**src/rtl/mips_mult_pipe.sv**
```systemverilog
// Pipelined 32x32 multiplier (P0..P3 + W) that owns the shared register-file write port.
// Optional macro MIPS_MULT_HI_EN adds the hi_we/hi_wdata outputs for the HI register.
module mips_mult_pipe #(
  parameter int DATA_W      = 32,
  parameter int REG_ADDR_W  = 5,
  parameter int MULT_STAGES = 4
) (
  input  logic                  clk,
  input  logic                  rst,
  input  logic                  mult_start_D,
  input  logic                  mult_signed_D,
  input  logic                  flush_D,
  input  logic [DATA_W-1:0]     src_a_D,
  input  logic [DATA_W-1:0]     src_b_D,
  input  logic [REG_ADDR_W-1:0] dest_addr_D,
  input  logic                  alu_we_W,
  input  logic [REG_ADDR_W-1:0] alu_addr_W,
  input  logic [DATA_W-1:0]     alu_data_W,
  output logic                  reg_we,
  output logic [REG_ADDR_W-1:0] reg_waddr,
  output logic [DATA_W-1:0]     reg_wdata,
  output logic                  mult_busy,
`ifdef MIPS_MULT_HI_EN
  output logic                  hi_we,
  output logic [DATA_W-1:0]     hi_wdata,
`endif
  output logic                  wb_collision
);

`ifdef MIPS_MULT_HI_EN
  localparam int PW = 2*DATA_W;
`else
  localparam int PW = DATA_W;
`endif

  // vld_pipe[0] = P0 ... vld_pipe[MULT_STAGES] = W
  logic [MULT_STAGES:0]                 vld_pipe;
  logic [MULT_STAGES:0][REG_ADDR_W-1:0] dest_pipe;
  logic [MULT_STAGES:1][PW-1:0]         prod_pipe;
  logic                                 sgn_p0;
  logic [DATA_W-1:0]                    a_p0, b_p0;
  logic                                 coll_q;

  logic                issue;
  logic [2*DATA_W-1:0] prod_full;
  logic                w_vld;
  logic [PW-1:0]       w_prod;

  assign issue = mult_start_D & ~flush_D;
  assign w_vld = vld_pipe[MULT_STAGES];
  assign w_prod = prod_pipe[MULT_STAGES];

  function automatic logic [2*DATA_W-1:0] ext(input logic [DATA_W-1:0] v, input logic s);
    return {{DATA_W{s & v[DATA_W-1]}}, v};
  endfunction

  // Full-width product of extended operands; truncation yields the MULT/MULTU result.
  assign prod_full = ext(a_p0, sgn_p0) * ext(b_p0, sgn_p0);

`ifndef MIPS_MULT_HI_EN
  logic [DATA_W-1:0] prod_hi_unused;
  assign prod_hi_unused = prod_full[2*DATA_W-1:DATA_W];
`endif

  always_ff @(posedge clk) begin
    if (!rst) begin
      vld_pipe  <= '0;
      dest_pipe <= '0;
      prod_pipe <= '0;
      sgn_p0    <= 1'b0;
      a_p0      <= '0;
      b_p0      <= '0;
      coll_q    <= 1'b0;
    end else begin
      vld_pipe  <= {vld_pipe[MULT_STAGES-1:0], issue};
      dest_pipe <= {dest_pipe[MULT_STAGES-1:0], dest_addr_D};
      if (issue) begin
        sgn_p0 <= mult_signed_D;
        a_p0   <= src_a_D;
        b_p0   <= src_b_D;
      end
      prod_pipe[1] <= prod_full[PW-1:0];
      for (int i = 2; i <= MULT_STAGES; i++) prod_pipe[i] <= prod_pipe[i-1];
      if (w_vld && alu_we_W) coll_q <= 1'b1;
    end
  end

  // Multiplier has priority; $zero is never written by either source.
  always_comb begin
    reg_we       = 1'b0;
    reg_waddr    = '0;
    reg_wdata    = '0;
    mult_busy    = 1'b0;
    wb_collision = 1'b0;
    if (rst) begin
      if (w_vld) begin
        reg_waddr = dest_pipe[MULT_STAGES];
        reg_wdata = w_prod[DATA_W-1:0];
        reg_we    = 1'b1;
      end else if (alu_we_W) begin
        reg_waddr = alu_addr_W;
        reg_wdata = alu_data_W;
        reg_we    = 1'b1;
      end
      if (reg_waddr == '0) reg_we = 1'b0;
      mult_busy    = |vld_pipe;
      wb_collision = coll_q;
    end
  end

`ifdef MIPS_MULT_HI_EN
  assign hi_we    = rst & w_vld;
  assign hi_wdata = (rst & w_vld) ? w_prod[PW-1:DATA_W] : '0;
`endif

endmodule

```
**config.mk**
```make
export PLATFORM = sky130hd
export DESIGN_NAME = mips_mult_pipe
export DESIGN_NICKNAME = d
export VERILOG_FILES = /design/src/rtl/mips_mult_pipe.sv
export SDC_FILE = /design/constraint.sdc
export NUM_CORES = 2
export LEC_CHECK = 0
export ABC_CLOCK_PERIOD_IN_PS = 7900
export CORE_UTILIZATION = 62
export DETAILED_ROUTE_END_ITERATION = 6
export GPL_TIMING_DRIVEN = 0
export PLACE_DENSITY = 0.94
export SYNTH_ARGS = -nofsm -noshare
export SYNTH_HDL_FRONTEND = slang
export SYNTH_SLANG_ARGS = --single-unit
```
**constraint.sdc**
```tcl
create_clock -name clk -period 7.9 [get_ports clk]
set_input_delay 1.58 -clock clk [delete_from_list [all_inputs] [get_ports clk]]
set_output_delay 1.58 -clock clk [all_outputs]
set_load 0.03 [all_outputs]
```
==> results.md <==
* Via/cell ratio at 5.52
* Final worst clock skew at 0.0243 ns
* Type of the most critical hold path: flip-flop to flip-flop
* Critical path type: flip-flop to flip-flop
* Vias in the first global route at 19355
* Leakage power total at 12.6 nW
* Postcts setup bufs at 0
* Outcome: finished clean
* Width of the die at 196 µm
* Synthesized area at 23300 µm²
* CTS tree: done
* Chip Height at 196 µm
* Hold_buf cts at 0
* Max cap viols at 0
* Initial antenna violation count at 2
* Fin util at 71.0%
* Count of cell types in the netlist at 46
* Routed wire length at 65200 µm
* FF+latch area at 4460 µm²
* Endpoints failing setup at 0
* Clock Latency Late Sink at 0.53 ns
* WP data arrival at 8.13 ns
* Routed wire per std cell at 20.3 µm
* Max Slew Vio Count at 0
* Placed cells at 3171
* RSZ-0062 raised after global routing: false
* Power Dens Cells at 108 nW/µm²
* Gpl congestion at 1.02
* FF+latch count, synth at 223
* GRT Total Usage at 35.5%
* Crit-path max FO at 10
* Largest net degree at the start of global routing at 16
* Yosys warning total at 0
* Share of the synthesized area in the top cell type at 35.0%
* Post-Syn Nets at 3223
* Fin crit period at 7.67 ns
* Io pins at 152
* DRC at 0
* Critical Path Source Type: flip-flop
* Depth of the CTS H-tree at 1
* Final hold viol count at 0
* First-pass GRT wire length at 103000 µm
* Slew Limit Headroom at 17.6%
* Commonest non-fill, non-tap cell in the layout: and2_1
* Cell Rows at 70
* CTS Buf Count at 21
* Worst slew pin tran at 1.24 ns
* Fillers at 2596
* Iter 0 DRT Violations at 1150
* Fmax achieved at 0.130 GHz
* Final HPWL DP at 53500 µm
* Root Driver: clkbuf_16
* Setup ws final at 0.229 ns
* Starting Density at 63.4%
* Clock transition at path regs at 0.06 ns
* Mean Syn Cell Area at 9.13 µm²
* Vias post-DR at 17707
* Share of cells above drive strength 1 at 2.52%
* Leading area contributor after synthesis: fa_1
* Setup TNS at 0 ns
* Asr flop ratio synth at 0%
* I/O Buffers at 150
* DIE AREA at 38400 µm²
* Router iterations before antenna repair at 5
* Place WS at -0.231 ns
* Grt ovf at 0
* Antenna Violating Nets Remaining at 0
* Peak supply drop at 0.139 mV
* Clk buf depth at 3
* Nets at 3393
* Crit path capture type: flip-flop
* Seq/Total Area, Yosys at 19.2%
* Synth area leaders: fa_1 (35%), dfxtp_1 (19%), and2_1 (13%)
* Worst Path Required at 8.36 ns
* Final cell count without fillers at 3207
* Most frequent cells in the layout: and2_1 (468), inv_1 (445), fa_1 (408), nand2_1 (340), dfxtp_1 (223)
* Core Region at 36800 µm²
* Ys flop type: dfxtp_1
* Synthesized instance count at 2553
* Layout area overhead at 12.0%
* Multi-input logic area at 16600 µm²
* Post-synth EDFFs at 0
* Clk sinks at 223
* Tcrit/Tclk final at 97.1%
## critical path, cell delays in order (launching register included)
cell      delay [ns]
dfxtp_1         0.59
clkbuf_1        0.54
and2_1          0.24
fa_1            0.43
fa_1            0.51
inv_1           0.05
fa_1            0.54
fa_1            0.57
inv_1           0.05
fa_1            0.49
inv_1           0.05
fa_1            0.53
inv_1           0.05
fa_1            0.49
fa_1            0.42
ha_1            0.37
and3_1          0.29
nand2_1         0.09
a21oi_2         0.22
nor4_2          0.12
or3_1           0.40
a41oi_1         0.29
mux2i_1         0.23
## routing by layer
metal | vias up | track usage [%] | wire length [µm]
li1 | 7888 | - | -
met1 | 8726 | 41.7 | 23900
met2 | 886 | 60.3 | 31100
met3 | 205 | 8.44 | 6330
met4 | 2 | 19.0 | 3860
met5 | - | 0 | 11
## registers in the layout, summed over array words and instances (netlist names)
| name | cells |
|---|---|
| w_prod | 32 |
| prod_pipe | 96 |
| b_p0 | 32 |
| vld_pipe | 5 |
| coll_q | 1 |
| dest_pipe | 25 |
| a_p0 | 32 |
## synthesized netlist by cell type, types with 2 or more instances
master	instances
a21oi_1	88
nor3_1	14
xor2_1	16
o211ai_1	4
nor2b_1	2
ha_1	150
nand2b_1	8
nand2_1	340
buf_2	5
o21a_1	8
nand2_2	2
o21bai_1	3
a211oi_1	6
xnor2_2	2
nor4_2	2
buf_4	2
o21ai_0	9
a22oi_1	36
and2_1	468
o31ai_1	4
fa_1	408
clkbuf_1	130
nand3_1	7
a21boi_0	2
dfxtp_1	223
or3_1	4
xnor2_1	58
nor2_1	72
buf_1	7
inv_1	445
a21o_1	10
and3_1	4
## cell type report
cell class | count | area share, %
antenna | 3 | 0.0288
buffer | 142 | 2.18
clock buffer | 28 | 2.27
clock inverter | 8 | 0.374
inverter | 446 | 6.41
multi-input combinational | 1739 | 63.6
sequential | 223 | 17.1
tap | 468 | 2.24
timing repair buffer | 150 | 5.75
## metrics by stage
| step | instance area [µm²] | hold slack [ns] | power (mW) |
|---|---|---|---|
| after floorplan | 23300 | 0.412 | 1.57 |
| after detailed placement | 25400 | 0.418 | 1.81 |
| final | 26100 | 0.431 | 2.81 |
| after global routing | 26100 | 0.442 | 2.92 |
| after CTS | 26100 | 0.432 | 2.81 |
| after global placement | 25400 | 0.413 | 1.78 |
## timing repair
action	CTS	global route
gates resized for setup	4	27
setup endpoints to repair	4	6
hold endpoints to repair	0	0
pin swaps	0	0
## worst paths after layout
kind	startpoint	slack, ns	cells after the start	end
worst min-delay path	prod_pipe[44]$_SDFF_PN0_	0.43	1	prod_pipe[76]$_SDFF_PN0_
worst max-delay path	a_p0[16]$_SDFFE_PN0P_	0.23	22	prod_pipe[30]$_SDFF_PN0_
worst max register to register	a_p0[16]$_SDFFE_PN0P_	0.23	22	prod_pipe[30]$_SDFF_PN0_
worst min register to register	prod_pipe[44]$_SDFF_PN0_	0.43	1	prod_pipe[76]$_SDFF_PN0_
## cells by family (layout without fill, tap and decap cells)
kind of cell | count (synthesis) | in the layout | share of synthesized area [%]
xor+xnor | 77 | 77 | 3.02
compound gates | 179 | 179 | 4.78
fa+ha+maj | 558 | 558 | 43.1
buf+inv | 591 | 774 | 9.58
simple gates | 924 | 924 | 20.3
flops | 223 | 223 | 19.2
mux | 1 | 1 | 0.0430
other cells | 0 | 3 | 0
## power by group
part	switching (mW)	internal, mW
logic	0.358	0.237
clock network	0.419	0.592
registers	0.0354	1.17
Power figures use the tool's default switching activity.
